<file path="config.mk">
export PLATFORM = sky130hd
export DESIGN_NAME = booth_divide_seq
export DESIGN_NICKNAME = d
export VERILOG_FILES = /design/src/rtl/booth_divide_seq.sv
export SDC_FILE = /design/constraint.sdc
export NUM_CORES = 1
export LEC_CHECK = 0
export ABC_AREA = 1
export BUFFER_PORTS_ARGS = -buffer_cell sky130_fd_sc_hd__buf_4
export CORE_ASPECT_RATIO = 0.9
export CORE_MARGIN = 4
export CORE_UTILIZATION = 30
export CTS_CLUSTER_SIZE = 28
export DETAILED_ROUTE_END_ITERATION = 7
export PLACE_DENSITY = 0.43
export SETUP_SLACK_MARGIN = 0.1
export SLEW_MARGIN = 5
export SYNTH_ARGS = -nofsm -noshare
export SYNTH_HDL_FRONTEND = slang
export SYNTH_SLANG_ARGS = --single-unit
</file>
<file path="constraint.sdc">
create_clock -name clk -period 16.8 [get_ports clk]
set_input_delay 2.52 -clock clk [delete_from_list [all_inputs] [get_ports clk]]
set_output_delay 2.52 -clock clk [all_outputs]
set_load 0.05 [all_outputs]
</file>
<file path="src/rtl/booth_divide_seq.sv">
// booth_divide_seq
//   Multi-cycle signed integer divider (restoring shift/subtract), one
//   quotient bit per clock. The result is laid out HI/LO so it can feed the
//   same HI/LO register pair as the multiplier.
//
//   Optional build macro: DIV_EARLY_EXIT_EN
//     When defined, an operation with |dividend| < |divisor| skips CALC and
//     goes straight to sign correction. Results are identical either way.
//
// Parameters
//   BITS       operand width (even, >= 4)
// Ports
//   clk        system clock, rising edge
//   clr        asynchronous active-high reset
//   start      launch request, sampled only in IDLE
//   dividend   signed dividend, two's complement
//   divisor    signed divisor, two's complement
//   outputDiv  {remainder, quotient}; held until the next result is written
//   busy       high while in CALC or FIX
//   done       one-cycle pulse, outputDiv valid from this cycle
//   div_zero   sticky divide-by-zero flag, cleared on the next accepted start
module booth_divide_seq #(
    parameter int BITS = 32
) (
    input  logic                clk,
    input  logic                clr,
    input  logic                start,
    input  logic [BITS-1:0]     dividend,
    input  logic [BITS-1:0]     divisor,
    output logic [2*BITS-1:0]   outputDiv,
    output logic                busy,
    output logic                done,
    output logic                div_zero
);

    localparam int CW = $clog2(BITS);
    localparam logic [CW-1:0] LAST_ITER = CW'(BITS - 1);

    typedef enum logic [1:0] {
        S_IDLE,
        S_CALC,
        S_FIX,
        S_DONE
    } state_t;

    state_t          state_q;
    logic            dvd_neg_q;
    logic            dvs_neg_q;
    logic [BITS:0]   dvs_mag_q;
    logic [BITS-1:0] rem_q;
    logic [BITS-1:0] quo_q;
    logic [CW-1:0]   cnt_q;
    logic [2*BITS-1:0] out_q;
    logic            busy_q;
    logic            done_q;
    logic            dz_q;

    logic [BITS-1:0] dvd_mag_d;
    logic [BITS-1:0] dvs_mag_d;
    logic [BITS:0]   shift_d;
    logic [BITS:0]   diff_d;
    logic            ge_d;
    logic [BITS-1:0] rem_next_d;
    logic [BITS-1:0] quo_next_d;
    logic [BITS-1:0] q_fix_d;
    logic [BITS-1:0] r_fix_d;

    always_comb begin
        // Magnitudes as unsigned BITS-bit values; the most-negative input
        // maps to 2^(BITS-1), which is representable unsigned.
        dvd_mag_d = dividend[BITS-1] ? -dividend : dividend;
        dvs_mag_d = divisor[BITS-1]  ? -divisor  : divisor;

        // quo_q starts as |dividend| and shifts its MSB into the remainder
        // while quotient bits fill in from the LSB.
        shift_d = {rem_q, quo_q[BITS-1]};
        diff_d  = shift_d - dvs_mag_q;
        // shift_d < 2*|divisor| <= 2^BITS, so a negative difference is at
        // least -2^(BITS-1) and its MSB reliably flags the borrow.
        ge_d       = ~diff_d[BITS];
        rem_next_d = ge_d ? diff_d[BITS-1:0] : shift_d[BITS-1:0];
        quo_next_d = {quo_q[BITS-2:0], ge_d};

        q_fix_d = (dvd_neg_q ^ dvs_neg_q) ? -quo_q : quo_q;
        r_fix_d = dvd_neg_q ? -rem_q : rem_q;
    end

    always_ff @(posedge clk or posedge clr) begin
        if (clr) begin
            state_q   <= S_IDLE;
            dvd_neg_q <= 1'b0;
            dvs_neg_q <= 1'b0;
            dvs_mag_q <= '0;
            rem_q     <= '0;
            quo_q     <= '0;
            cnt_q     <= '0;
            out_q     <= '0;
            busy_q    <= 1'b0;
            done_q    <= 1'b0;
            dz_q      <= 1'b0;
        end else begin
            case (state_q)
                S_IDLE: begin
                    if (start) begin
                        dvd_neg_q <= dividend[BITS-1];
                        dvs_neg_q <= divisor[BITS-1];
                        dvs_mag_q <= {1'b0, dvs_mag_d};
                        rem_q     <= '0;
                        quo_q     <= dvd_mag_d;
                        cnt_q     <= '0;
                        dz_q      <= 1'b0;
                        if (divisor == '0) begin
                            dz_q    <= 1'b1;
                            done_q  <= 1'b1;
                            out_q   <= {dividend, {BITS{1'b1}}};
                            state_q <= S_DONE;
`ifdef DIV_EARLY_EXIT_EN
                        end else if (dvd_mag_d < dvs_mag_d) begin
                            // Quotient is zero and the remainder is the
                            // dividend; FIX restores the dividend's sign.
                            rem_q   <= dvd_mag_d;
                            quo_q   <= '0;
                            busy_q  <= 1'b1;
                            state_q <= S_FIX;
`endif
                        end else begin
                            busy_q  <= 1'b1;
                            state_q <= S_CALC;
                        end
                    end
                end
                S_CALC: begin
                    rem_q <= rem_next_d;
                    quo_q <= quo_next_d;
                    cnt_q <= cnt_q + CW'(1);
                    if (cnt_q == LAST_ITER) begin
                        state_q <= S_FIX;
                    end
                end
                S_FIX: begin
                    out_q   <= {r_fix_d, q_fix_d};
                    busy_q  <= 1'b0;
                    done_q  <= 1'b1;
                    state_q <= S_DONE;
                end
                S_DONE: begin
                    done_q  <= 1'b0;
                    state_q <= S_IDLE;
                end
                default: begin
                    busy_q  <= 1'b0;
                    done_q  <= 1'b0;
                    state_q <= S_IDLE;
                end
            endcase
        end
    end

    assign outputDiv = out_q;
    assign busy      = busy_q;
    assign done      = done_q;
    assign div_zero  = dz_q;

endmodule

</file>
==> impl_summary.md <==
Logic synthesis
After synthesis the netlist holds a flip-flop and latch count of 172. Yosys mapped a number of flops with a built-in enable equal to 0. The unique cell type count in the Yosys netlist is 47. The sequential cell area fraction in the yosys report is 0.3103. The proportion of synthesized flip-flops having asynchronous set or reset is 1.000.

The biggest area consumer among synthesized cells is sky130_fd_sc_hd__dfrtp_1. The post-synthesis net count is 2,355. The most used flip-flop cell after synthesis is sky130_fd_sc_hd__dfrtp_1. The area share of the largest cell type after synthesis is 0.3103. The cell area that synthesis handed to floorplanning was 0.01387 mm2. The cell count after synthesis came out at 2,245.

The mean instance size in the synthesized netlist is 6.178 um2. The warning count from the yosys run is 0. In the post-synthesis netlist, the biggest area contributors are sky130_fd_sc_hd__dfrtp_1 31%, sky130_fd_sc_hd__nand2_1 21%, sky130_fd_sc_hd__inv_1 8.5%.

STA
The final max-slew violation count came to 0. The final-report setup violation count is 0. The sum of negative setup slack is 0 ns. Measured against its own limit, the worst slew margin works out to 0.3439. Setup repair after global routing left no endpoint under its margin. Hold timing on the final database bottoms out at a slack of 0.4787 ns. The slew at the pin with the worst max-slew slack is 0.9818 ns. The setup clock skew after layout is 0.01428 ns. The highest achievable clock rate is 212.9 MHz. The time the final worst path needs with I/O delays and setup is 4.697 ns. The final count of hold timing violations is 0. The final clock period utilization by the worst path is 0.2796.

Clock tree
The number of buffers created by CTS is 17. The count of buffers added by post-CTS timing repair for setup is 0. The clock input transition at the sequential cells of the worst setup and hold paths is 0.07 ns.

The total of hold buffers inserted after clock tree synthesis is 0. The insertion delay of the later-clocked pin in the worst-skew pair is 0.46 ns. The TritonCTS clock tree is yes. CTS placed an instance of sky130_fd_sc_hd__clkbuf_16 at the clock tree root. The number of buffers on the longest clock path is 2.

The H-tree generated during clock tree synthesis spans 4 levels. The total of cells resized after clock tree synthesis is 0. The tree built by TritonCTS fans out to 172 sinks.

Flow run
The reported max-cap violation count is 0.

Worst setup path
The category of the most critical setup path is in2reg. The origin of the critical flop-to-flop path is state_q[0]. The critical path data arrival time is 5.00 ns. For the worst flop-to-flop path, the logic depth is 9. The register-to-register setup slack is 13.47 ns. The worst setup path is captured at a flop.

The largest fanout on the critical path is 71. At the worst endpoint, the required time is 17.10 ns. STA classifies the critical path startpoint as an input port. The worst flop-to-flop path endpoint is outputDiv[48].

Global route
For this run the aggregate overflow at the end of global routing stands at 0. The number of antenna violations at the first check in global routing is 0. In the global route stage, overall resource usage came out at 0.2043.

The first-pass GRT wire length is 80,560 um. The via count of the first global-routing pass is 13,857. The pin count of the biggest net entering global routing is 108.

Min path
In this run the most critical hold path is launched from outputDiv[2]. The tightest min-delay check is of the reg2reg type. The endpoint of the worst hold path is outputDiv[2]. The worst hold path was traced through 2 stages.

Power and ir drop
The leakage power is 8.371 nW. Dividing total power by cell area gives a power density of 226.6 mW/mm2. VDD sags by at most 0.0001178 V.

Finish
In the final design database the tool counted 2,440 nets. The library cell used most frequently in the layout, excluding fill and tap cells, is sky130_fd_sc_hd__nand2_1. In the final layout, the share of cells above drive strength 1 is 0.08792. The layout overhead on the synthesized area is 14.65%. The number of antenna diodes is 0.

Leaving out fill and tap cells, the most frequent cells in the layout are 771 x sky130_fd_sc_hd__nand2_1, 313 x sky130_fd_sc_hd__inv_1, 227 x sky130_fd_sc_hd__nand3_1.

Drt
The number of antenna-violating nets in the routed design is 0. For this run, the detailed router's first-pass iteration total came to 5. For this block, the via count after detailed routing is 14,288. The sum of routed wire length over all layers is 50,990 um.

The first-iteration detailed-routing DRC count is 1,119. Using the TritonRoute via totals, the vias-per-cell ratio works out to 4.842. In the routed design, unresolved DRC markers number 0. The routed length per instance is 17.28 um.

Die
Pin placement for this block handled 134 I/O pins. The placeable core region is 0.04555 mm2. The placement row count is 74. The die outline height is 212.0 um.

The area of the die is 0.04974 mm2. The x dimension of the die is 234.6 um. The initial utilization of the core area, before any placement, comes to 0.3045.

Placed design
The number of port buffers is 133. Once detailed placement completed, the half-perimeter wirelength came to 39,990 um. The global placement routability congestion is 0.9079.

Status
The flow ran to the end, and the final reports show no timing, DRC or antenna violations.
-- critical path: stages --
cell                      delay (ns)
sky130_fd_sc_hd__buf_4          0.11
sky130_fd_sc_hd__inv_1          0.10
sky130_fd_sc_hd__ha_1           0.23
sky130_fd_sc_hd__inv_1          0.11
sky130_fd_sc_hd__nor3_2         0.17
sky130_fd_sc_hd__nand2_1        0.17
sky130_fd_sc_hd__nor2_4         0.21
sky130_fd_sc_hd__nand4_4        0.15
sky130_fd_sc_hd__nand2_4        0.53
sky130_fd_sc_hd__inv_2          0.04
sky130_fd_sc_hd__buf_4          0.36
sky130_fd_sc_hd__nand2_1        0.15
sky130_fd_sc_hd__o21ai_0        0.08
-- routing by layer --
metal / vias up / share of wire / routed length (um) / GRT usage
li1: 7325 / - / - / -
met1: 6618 / 0.53 / 26910 / 0.3158
met2: 318 / 0.42 / 21230 / 0.3030
met3: 27 / 0.046 / 2350 / 0.03411
met4: 0 / 0.0097 / 493 / 0.03381
met5: - / 0 / 0 / 0
-- how the worst max path moves through the flow --
stage | from | endpoint | depth (start not counted)
2_1_floorplan | clr | busy | 1
3_3_place_gp | divisor[0] | outputDiv[48] | 13
3_5_place_dp | divisor[1] | outputDiv[48] | 13
4_1_cts | divisor[1] | outputDiv[48] | 13
5_1_grt | divisor[0] | outputDiv[48] | 13
6_report | divisor[1] | outputDiv[48] | 13
-- state kept, by name (all words and copies together) (netlist names) --
register / cells
busy: 1
cnt_q: 5
div_zero: 1
done: 1
dvd_neg_q: 1
dvs_mag_q: 32
dvs_neg_q: 1
outputDiv: 64
quo_q: 32
rem_q: 32
state_q: 2
-- synth_stat cells, types with 8 or more instances --
cell                       number
sky130_fd_sc_hd__inv_1        315
sky130_fd_sc_hd__o21ai_0      145
sky130_fd_sc_hd__nand3_1      227
sky130_fd_sc_hd__ha_1          42
sky130_fd_sc_hd__dfrtp_1      172
sky130_fd_sc_hd__buf_1          8
sky130_fd_sc_hd__nand4_1       27
sky130_fd_sc_hd__o21ai_1       19
sky130_fd_sc_hd__nor3_1        45
sky130_fd_sc_hd__xnor2_1       16
sky130_fd_sc_hd__nor2_1       164
sky130_fd_sc_hd__clkbuf_1      43
sky130_fd_sc_hd__buf_2         17
sky130_fd_sc_hd__a21oi_1      106
sky130_fd_sc_hd__o211ai_1      15
sky130_fd_sc_hd__xor2_1        30
sky130_fd_sc_hd__nand3b_1       9
sky130_fd_sc_hd__nand2_1      771
-- where the power goes --
group,internal (mW),switching (mW),total (mW)
logic,0.718,1.72,2.44
clock network,0.209,0.187,0.397
registers,0.607,0.163,0.770
-- area by class of cell --
class                           count  area (um2)
Sequential cell                   172        4304
Fill cell                        5161       29650
Clock buffer                       20       446.7
Tap cell                          608       760.7
Timing Repair Buffer              144        1081
Multi-Input combinational cell   1675        7985
Clock inverter                     12       115.1
Inverter                          320        1209
-- cells by family after synthesis --
logic type	after synthesis	synth area share
AOI/OAI and AO/OA	316	0.1228
xor gates and xnor gates	46	0.02905
adders and majority gates	43	0.03933
buffers and inverters	398	0.1147
DFF	172	0.3103
and+or+nand+nor	1270	0.3839
-- through the flow --
step             util  area, um2  power (mW)  setup WS [ns]  cells
3_3_place_gp   0.3367      15340       3.212          11.66   2919
4_1_cts        0.3491      15900       3.637          12.06   2951
5_1_grt        0.3491      15900       3.963          11.81   2951
3_5_place_dp   0.3367      15340       3.221          11.57   2919
6_report       0.3491      15900       3.603          12.10   2951
2_1_floorplan       -      13870       2.503          9.620   2245
Power figures use the tool's default switching activity.
